<file path="config.mk">
export PLATFORM = sky130hd
export DESIGN_NAME = lcd_dma
export DESIGN_NICKNAME = d
export VERILOG_FILES = /design/src/rtl/sv_pkg.sv /design/src/rtl/lcd_dma_regs.sv /design/src/rtl/lcd_dma.sv
export SDC_FILE = /design/constraint.sdc
export NUM_CORES = 1
export LEC_CHECK = 0
export ABC_CLOCK_PERIOD_IN_PS = 2800
export CAP_MARGIN = 5
export CORE_MARGIN = 2
export CORE_UTILIZATION = 60
export DETAILED_ROUTE_END_ITERATION = 8
export GPL_ROUTABILITY_DRIVEN = 0
export PLACE_DENSITY = 0.86
export RECOVER_POWER = 50
export SYNTH_ARGS = -nofsm -noshare
export SYNTH_HDL_FRONTEND = slang
export SYNTH_SLANG_ARGS = --single-unit
export TNS_END_PERCENT = 100
</file>
<file path="constraint.sdc">
create_clock -name clk -period 2.8 [get_ports clk]
set_input_delay 0.42 -clock clk [delete_from_list [all_inputs] [get_ports clk]]
set_output_delay 0.42 -clock clk [all_outputs]
set_load 0.05 [all_outputs]
</file>
<file path="src/rtl/sv_pkg.sv">
// ---------------------------------------------------------------------------
// sv_pkg: definitions shared by lcd_dma and lcd_dma_regs.
//   - CPU register indices (src/dst/len/ctrl)
//   - UNIT_BYTES: bytes moved per unit of the length register
//   - DMA engine FSM state encoding
//   - byte_count(): converts a length register value into a byte count
// ---------------------------------------------------------------------------
package sv_pkg;

    localparam int UNIT_BYTES = 16;

    localparam logic [2:0] DMA_SRC_LO = 3'd0;
    localparam logic [2:0] DMA_SRC_HI = 3'd1;
    localparam logic [2:0] DMA_DST_LO = 3'd2;
    localparam logic [2:0] DMA_DST_HI = 3'd3;
    localparam logic [2:0] DMA_LEN    = 3'd4;
    localparam logic [2:0] DMA_CTRL   = 3'd5;

    typedef enum logic [2:0] {
        IDLE    = 3'd0,
        READ    = 3'd1,
        CAPTURE = 3'd2,
        WRITE   = 3'd3,
        DONE    = 3'd4
    } dma_state_e;

    // len = 0 encodes 256 units, so the largest count (4096) still fits in
    // the 13-bit down-counter.
    function automatic logic [12:0] byte_count(input logic [7:0] len);
        logic [12:0] units;
        units = (len == 8'd0) ? 13'd256 : {5'd0, len};
        return units * 13'(UNIT_BYTES);
    endfunction

endpackage

</file>
<file path="src/rtl/lcd_dma_regs.sv">
// ---------------------------------------------------------------------------
// lcd_dma_regs: CPU-visible register file of the LCD DMA engine.
// Ports:
//   clk_i, reset_n_i   clock, asynchronous active-low reset
//   ce_i               clock enable
//   reg_cs_i/we_i      register select / write strobe
//   reg_addr_i/din_i   register index / write data
//   idle_i             engine is idle; writes are accepted only then
//   busy_i             transfer active (read back through ctrl bit 7)
//   step_i             one byte moved: advance src and dst
//   src_o              current source address
//   vram_dst_o         current VRAM destination address (low bits of dst)
//   len_o              length in units
//   start_o            ctrl write with bit 7 set while idle
//   reg_dout_o         combinational readback
// ---------------------------------------------------------------------------
module lcd_dma_regs
    import sv_pkg::*;
#(
    parameter int VRAM_AW = 13
) (
    input  logic               clk_i,
    input  logic               reset_n_i,
    input  logic               ce_i,
    input  logic               reg_cs_i,
    input  logic               reg_we_i,
    input  logic [2:0]         reg_addr_i,
    input  logic [7:0]         reg_din_i,
    input  logic               idle_i,
    input  logic               busy_i,
    input  logic               step_i,
    output logic [15:0]        src_o,
    output logic [VRAM_AW-1:0] vram_dst_o,
    output logic [7:0]         len_o,
    output logic               start_o,
    output logic [7:0]         reg_dout_o
);

    logic [15:0]        src_q, src_d;
    logic [15:0]        dst_q, dst_d;
    logic [7:0]         len_q, len_d;
    logic               wr_en_s;
    logic [VRAM_AW-1:0] dst_low_inc_s;

    // CPU writes land only while the engine is idle (this also blocks a second start).
    assign wr_en_s       = ce_i & reg_cs_i & reg_we_i & idle_i;
    // dst wraps inside the VRAM window; upper dst bits are left untouched.
    assign dst_low_inc_s = dst_q[VRAM_AW-1:0] + VRAM_AW'(1);

    assign start_o    = wr_en_s & (reg_addr_i == DMA_CTRL) & reg_din_i[7];
    assign src_o      = src_q;
    assign vram_dst_o = dst_q[VRAM_AW-1:0];
    assign len_o      = len_q;

    // Next-state for the address/length registers: engine stepping or CPU write.
    always_comb begin
        src_d = src_q;
        dst_d = dst_q;
        len_d = len_q;
        if (step_i) begin
            src_d = src_q + 16'd1;
            dst_d = {dst_q[15:VRAM_AW], dst_low_inc_s};
        end else if (wr_en_s) begin
            case (reg_addr_i)
                DMA_SRC_LO: src_d[7:0]  = reg_din_i;
                DMA_SRC_HI: src_d[15:8] = reg_din_i;
                DMA_DST_LO: dst_d[7:0]  = reg_din_i;
                DMA_DST_HI: dst_d[15:8] = reg_din_i;
                DMA_LEN:    len_d       = reg_din_i;
                default:    len_d       = len_q;
            endcase
        end else begin
            len_d = len_q;
        end
    end

    // Register state.
    always_ff @(posedge clk_i or negedge reset_n_i) begin
        if (!reset_n_i) begin
            src_q <= 16'h0000;
            dst_q <= 16'h0000;
            len_q <= 8'h00;
        end else begin
            src_q <= src_d;
            dst_q <= dst_d;
            len_q <= len_d;
        end
    end

    // Readback mux; indices 6 and 7 read as zero.
    always_comb begin
        reg_dout_o = 8'h00;
        case (reg_addr_i)
            DMA_SRC_LO: reg_dout_o = src_q[7:0];
            DMA_SRC_HI: reg_dout_o = src_q[15:8];
            DMA_DST_LO: reg_dout_o = dst_q[7:0];
            DMA_DST_HI: reg_dout_o = dst_q[15:8];
            DMA_LEN:    reg_dout_o = len_q;
            DMA_CTRL:   reg_dout_o = {busy_i, 7'b0000000};
            default:    reg_dout_o = 8'h00;
        endcase
    end

endmodule

</file>
<file path="src/rtl/lcd_dma.sv">
// ---------------------------------------------------------------------------
// lcd_dma: CPU-programmed DMA engine copying blocks from the system bus into
// VRAM (write side of the VRAM read by the LCD scanner).
// Ports:
//   clk, reset_n                 clock, asynchronous active-low reset
//   ce                           clock enable for all state
//   reg_cs/reg_we/reg_addr/...   CPU register interface (indices 0..5)
//   reg_dout                     combinational register readback
//   busy                         transfer active (CPU halt request)
//   done                         one-clk pulse at transfer completion
//   mem_addr/mem_rd/mem_din      system bus read port
//   vram_addr/vram_dout/vram_we  VRAM write port
// Each byte takes three ce ticks: READ (mem_rd high), CAPTURE (data
// latched), WRITE (vram_we high).
// ---------------------------------------------------------------------------
module lcd_dma
    import sv_pkg::*;
#(
    parameter int VRAM_AW = 13
) (
    input  logic               clk,
    input  logic               reset_n,
    input  logic               ce,
    input  logic               reg_cs,
    input  logic               reg_we,
    input  logic [2:0]         reg_addr,
    input  logic [7:0]         reg_din,
    output logic [7:0]         reg_dout,
    output logic               busy,
    output logic               done,
    output logic [15:0]        mem_addr,
    output logic               mem_rd,
    input  logic [7:0]         mem_din,
    output logic [VRAM_AW-1:0] vram_addr,
    output logic [7:0]         vram_dout,
    output logic               vram_we
);

    dma_state_e         state_q;
    logic [12:0]        cnt_q;
    logic               busy_q;
    logic               done_q;
    logic               mem_rd_q;
    logic [15:0]        mem_addr_q;
    logic               vram_we_q;
    logic [VRAM_AW-1:0] vram_addr_q;
    logic [7:0]         vram_dout_q;

    logic               idle_s;
    logic               step_s;
    logic               start_s;
    logic [15:0]        src_s;
    logic [VRAM_AW-1:0] vram_dst_s;
    logic [7:0]         len_s;

    assign idle_s = (state_q == IDLE);
    assign step_s = ce & (state_q == WRITE);

    lcd_dma_regs #(
        .VRAM_AW (VRAM_AW)
    ) u_regs (
        .clk_i      (clk),
        .reset_n_i  (reset_n),
        .ce_i       (ce),
        .reg_cs_i   (reg_cs),
        .reg_we_i   (reg_we),
        .reg_addr_i (reg_addr),
        .reg_din_i  (reg_din),
        .idle_i     (idle_s),
        .busy_i     (busy_q),
        .step_i     (step_s),
        .src_o      (src_s),
        .vram_dst_o (vram_dst_s),
        .len_o      (len_s),
        .start_o    (start_s),
        .reg_dout_o (reg_dout)
    );

    // Transfer FSM with registered bus/VRAM outputs.
    always_ff @(posedge clk or negedge reset_n) begin
        if (!reset_n) begin
            state_q     <= IDLE;
            cnt_q       <= 13'd0;
            busy_q      <= 1'b0;
            done_q      <= 1'b0;
            mem_rd_q    <= 1'b0;
            mem_addr_q  <= 16'h0000;
            vram_we_q   <= 1'b0;
            vram_addr_q <= '0;
            vram_dout_q <= 8'h00;
        end else begin
            // vram_we and done are single-clk pulses even when ce is sparse.
            vram_we_q <= 1'b0;
            done_q    <= 1'b0;
            if (ce) begin
                case (state_q)
                    IDLE: begin
                        if (start_s) begin
                            cnt_q      <= byte_count(len_s);
                            busy_q     <= 1'b1;
                            mem_rd_q   <= 1'b1;
                            mem_addr_q <= src_s;
                            state_q    <= READ;
                        end
                    end
                    READ: begin
                        mem_rd_q <= 1'b0;
                        state_q  <= CAPTURE;
                    end
                    CAPTURE: begin
                        vram_dout_q <= mem_din;
                        vram_addr_q <= vram_dst_s;
                        vram_we_q   <= 1'b1;
                        state_q     <= WRITE;
                    end
                    WRITE: begin
                        // src/dst advance in the register file on this same tick,
                        // so the next read address is src+1.
                        cnt_q <= cnt_q - 13'd1;
                        if (cnt_q == 13'd1) begin
                            busy_q  <= 1'b0;
                            done_q  <= 1'b1;
                            state_q <= DONE;
                        end else begin
                            mem_rd_q   <= 1'b1;
                            mem_addr_q <= src_s + 16'd1;
                            state_q    <= READ;
                        end
                    end
                    DONE: begin
                        state_q <= IDLE;
                    end
                    default: begin
                        busy_q   <= 1'b0;
                        mem_rd_q <= 1'b0;
                        state_q  <= IDLE;
                    end
                endcase
            end
        end
    end

    assign busy      = busy_q;
    assign done      = done_q;
    assign mem_rd    = mem_rd_q;
    assign mem_addr  = mem_addr_q;
    assign vram_we   = vram_we_q;
    assign vram_addr = vram_addr_q;
    assign vram_dout = vram_dout_q;

endmodule

</file>
==> reports/results.ini <==
[timing]
period_share_pct = 90.43
slew_headroom_pct = 17.35
worst_slack_ns = 0.2681
max_freq_ghz = 0.3950
hold_ws_ns = 0.5135
fin_crit_ns = 2.532
fin_tns_setup_ns = 0
setup-violations-final = 0
tightest_slew_ns = 1.240
fin_skew_ns = 0.01255
final-hold-violation-count = 0
slew_violations = 0
rsz0062_at_grt = false

[placed_design]
place_area_mm2 = 0.006289
dp_hpwl_um = 11200
pre_cts_slack_ns = 0.2782
io_buffers = 72

[setup_path]
cp.required_ns = 2.38
critPathMaxStageDelay_ns = 0.59
slowest_stage = clkdlybuf4s50_1
r2r-start = state_q[1]$_DFFE_PN0P_
rrSetupSlack_ns = 0.50
worstPathArrival_ns = 2.11
start_kind = input pin
path_cells = clkdlybuf4s50_1, buf_4, inv_1, nor2_1, a22oi_1, o22ai_1, buf_12
path_class = in2out
r2r_cells = 4
cp_top_family = buffers and inverters
worst-path-buf-inv = 4
timing.rr.end = vram_addr[11]$_DFFE_PN0P_
end_kind = output port
path_max_fanout = 9

[cts]
cts_buffers = 9
clk_pin_slew_ns = 0.09
cts-root-buf = clkbuf_8
cts_tree = yes
clk_latency_ns = 0.37
clockBufferDepth = 2
cts_resized = 0
post_cts_buffers = 0
cts_htree_levels = 3
hold_buffers = 1
clock_sinks = 97

[layout]
final_cell_mix = 97 x dfrtp_1, 62 x clkdlybuf4s50_1, 53 x nand2_1, 53 x nor2_1, 53 x a21oi_1
area_growth_pct = 20.43
final_area_mm2 = 0.006497
fin_util_pct = 74.51
n_fill_cell = 579
drive_gt1_share_pct = 15.34
final_common_cell = dfrtp_1
num-nets-final = 662
diodes = 0

[routing]
routed_via_density = 6.993
wl_per_cell_um = 21.21
dr_total_vias = 5224
drt-initial-drc-count = 631
firstDrtPassIters = 8
route.detailed.drc = 0
wirelength_um = 15840
drtAntennaViolNets = 0

[floorplanning]
core-area_mm2 = 0.008721
dieArea_mm2 = 0.009766
start_util_pct = 61.87
io_pins = 73
die_h_um = 98.83
row_count = 34
die_w_um = 98.83

[grt]
antenna_found_initial = 0
overflow = 0
grt_pass1_wl_um = 26010
grt_max_degree = 36
grt.total_usage_pct = 33.45
grt_pass1_vias = 5148

[logic_synthesis]
synth-edff-count = 0
synth.yosys.warnings = 0
yosys.area.top_type = dfrtp_1
netlist_area_mm2 = 0.005395
synth_cell_types = 67
synthCells = 564
yosysSeqAreaShare_pct = 44.99
syn-num-nets = 592
syn_avg_cell_area_um2 = 9.566
synth_flop_cell = dfrtp_1
synth.area.top_cells = dfrtp_1 45%, mux2_2 6.9%, a21oi_1 4.9%, nand2_1 3.7%, nor2_1 3.7%
synth_seq_cells = 97
synthArstFlopShare_pct = 100.0
synth_top_area_share_pct = 44.99

[min_path]
hp-class = reg2reg
whs_endpoint = vram_dout[6]$_DFFE_PN0P_
min_path_cells = 1
hold_path_startpoint = vram_dout[6]$_DFFE_PN0P_

[power_and_ir_drop]
leakage_nw = 2.676
power.density_mw_per_mm2 = 1147
vdd_drop_max_mv = 0.7707

[run]
maxCapViolCount = 0

[status]
status = finished, final reports clean

[metrics by stage]
stage	power [mW]	instances
6_report	7.455	747
5_1_grt	7.818	747
4_1_cts	7.385	747
3_5_place_dp	6.344	730
3_3_place_gp	6.195	730
2_1_floorplan	5.087	564
[layer usage]
layer | vias to the layer above | wire [um] | global-route usage (%)
li1 | 2252 | - | -
met1 | 2446 | 6056 | 44.87
met2 | 425 | 7326 | 51.56
met3 | 101 | 1636 | 7.660
met4 | 0 | 823 | 16.54
met5 | - | 0 | 0
[logic make-up after synthesis]
kind of cell	after synthesis	synth area share [%]
AOI/OAI and AO/OA	175	20.92
and+or+nand+nor	193	18.67
buffers and inverters	48	4.592
xor gates and xnor gates	2	0.3247
adders and majority gates	4	0.9277
muxes	45	9.578
DFF	97	44.99
[where the power goes]
part           internal (mW)  switching [mW]
sequential              1.92           0.684
clock                  0.531           0.499
combinational           1.42            2.40
[registers in the layout, summed over array words and instances, names as in the netlist]
signal / count
u_regs.len_o: 8
mem_addr: 16
mem_rd: 1
done: 1
u_regs.dst_q: 16
vram_we: 1
busy: 1
state_q: 3
vram_addr: 13
u_regs.src_o: 16
cnt_q: 13
vram_dout: 8
[cell usage after synthesis (2+ instances only)]
master     instances
a211o_1            2
a211oi_1           3
a21o_1             3
a21oi_1           53
a22oi_1            7
a311oi_1           2
a31oi_1            7
a32oi_1            4
and2_1             2
and3_1            10
and4_1             4
and4b_1            2
buf_2             17
buf_6              3
clkbuf_1          10
clkbuf_8           2
dfrtp_1           97
ha_1               4
inv_1             14
mux2_2            33
mux2i_1           10
mux4_2             2
nand2_1           53
nand3_1           22
nand3b_1           2
nand4_1           11
nand4_2            2
nor2_1            53
nor2_2             3
nor2b_1            4
nor3_1             7
nor4_1             6
o211ai_1           5
o21ai_0           37
o221a_2            5
o22ai_1           28
o2bb2ai_1          2
o311a_1            2
o32ai_1            3
[how the worst max path moves through the flow]
| stage | depth (start not counted) | end | slack [ns] | start |
|---|---|---|---|---|
| after global placement | 4 | reg_dout[7] | 0.38 | reg_addr[2] |
| after detailed placement | 7 | reg_dout[0] | 0.28 | reg_addr[2] |
| after CTS | 7 | reg_dout[0] | 0.28 | reg_addr[2] |
| after global routing | 7 | u_regs.src_o[6]$_DFFE_PN0P_ | 0.10 | ce |
| final | 7 | reg_dout[0] | 0.27 | reg_addr[2] |
| after floorplan | 6 | reg_dout[0] | 0.42 | reg_addr[0] |
[area by class of cell]
cell class / instances / area (um2) / share of cell area (%)
Tap cell: 108 / 135.1 / 2.080
Multi-Input combinational cell: 419 / 2720 / 41.86
Clock buffer: 12 / 145.1 / 2.234
Sequential cell: 97 / 2427 / 37.36
Inverter: 14 / 52.55 / 0.8088
Timing Repair Buffer: 93 / 940.9 / 14.48
Clock inverter: 4 / 76.32 / 1.175
Power figures use the tool's default switching activity.
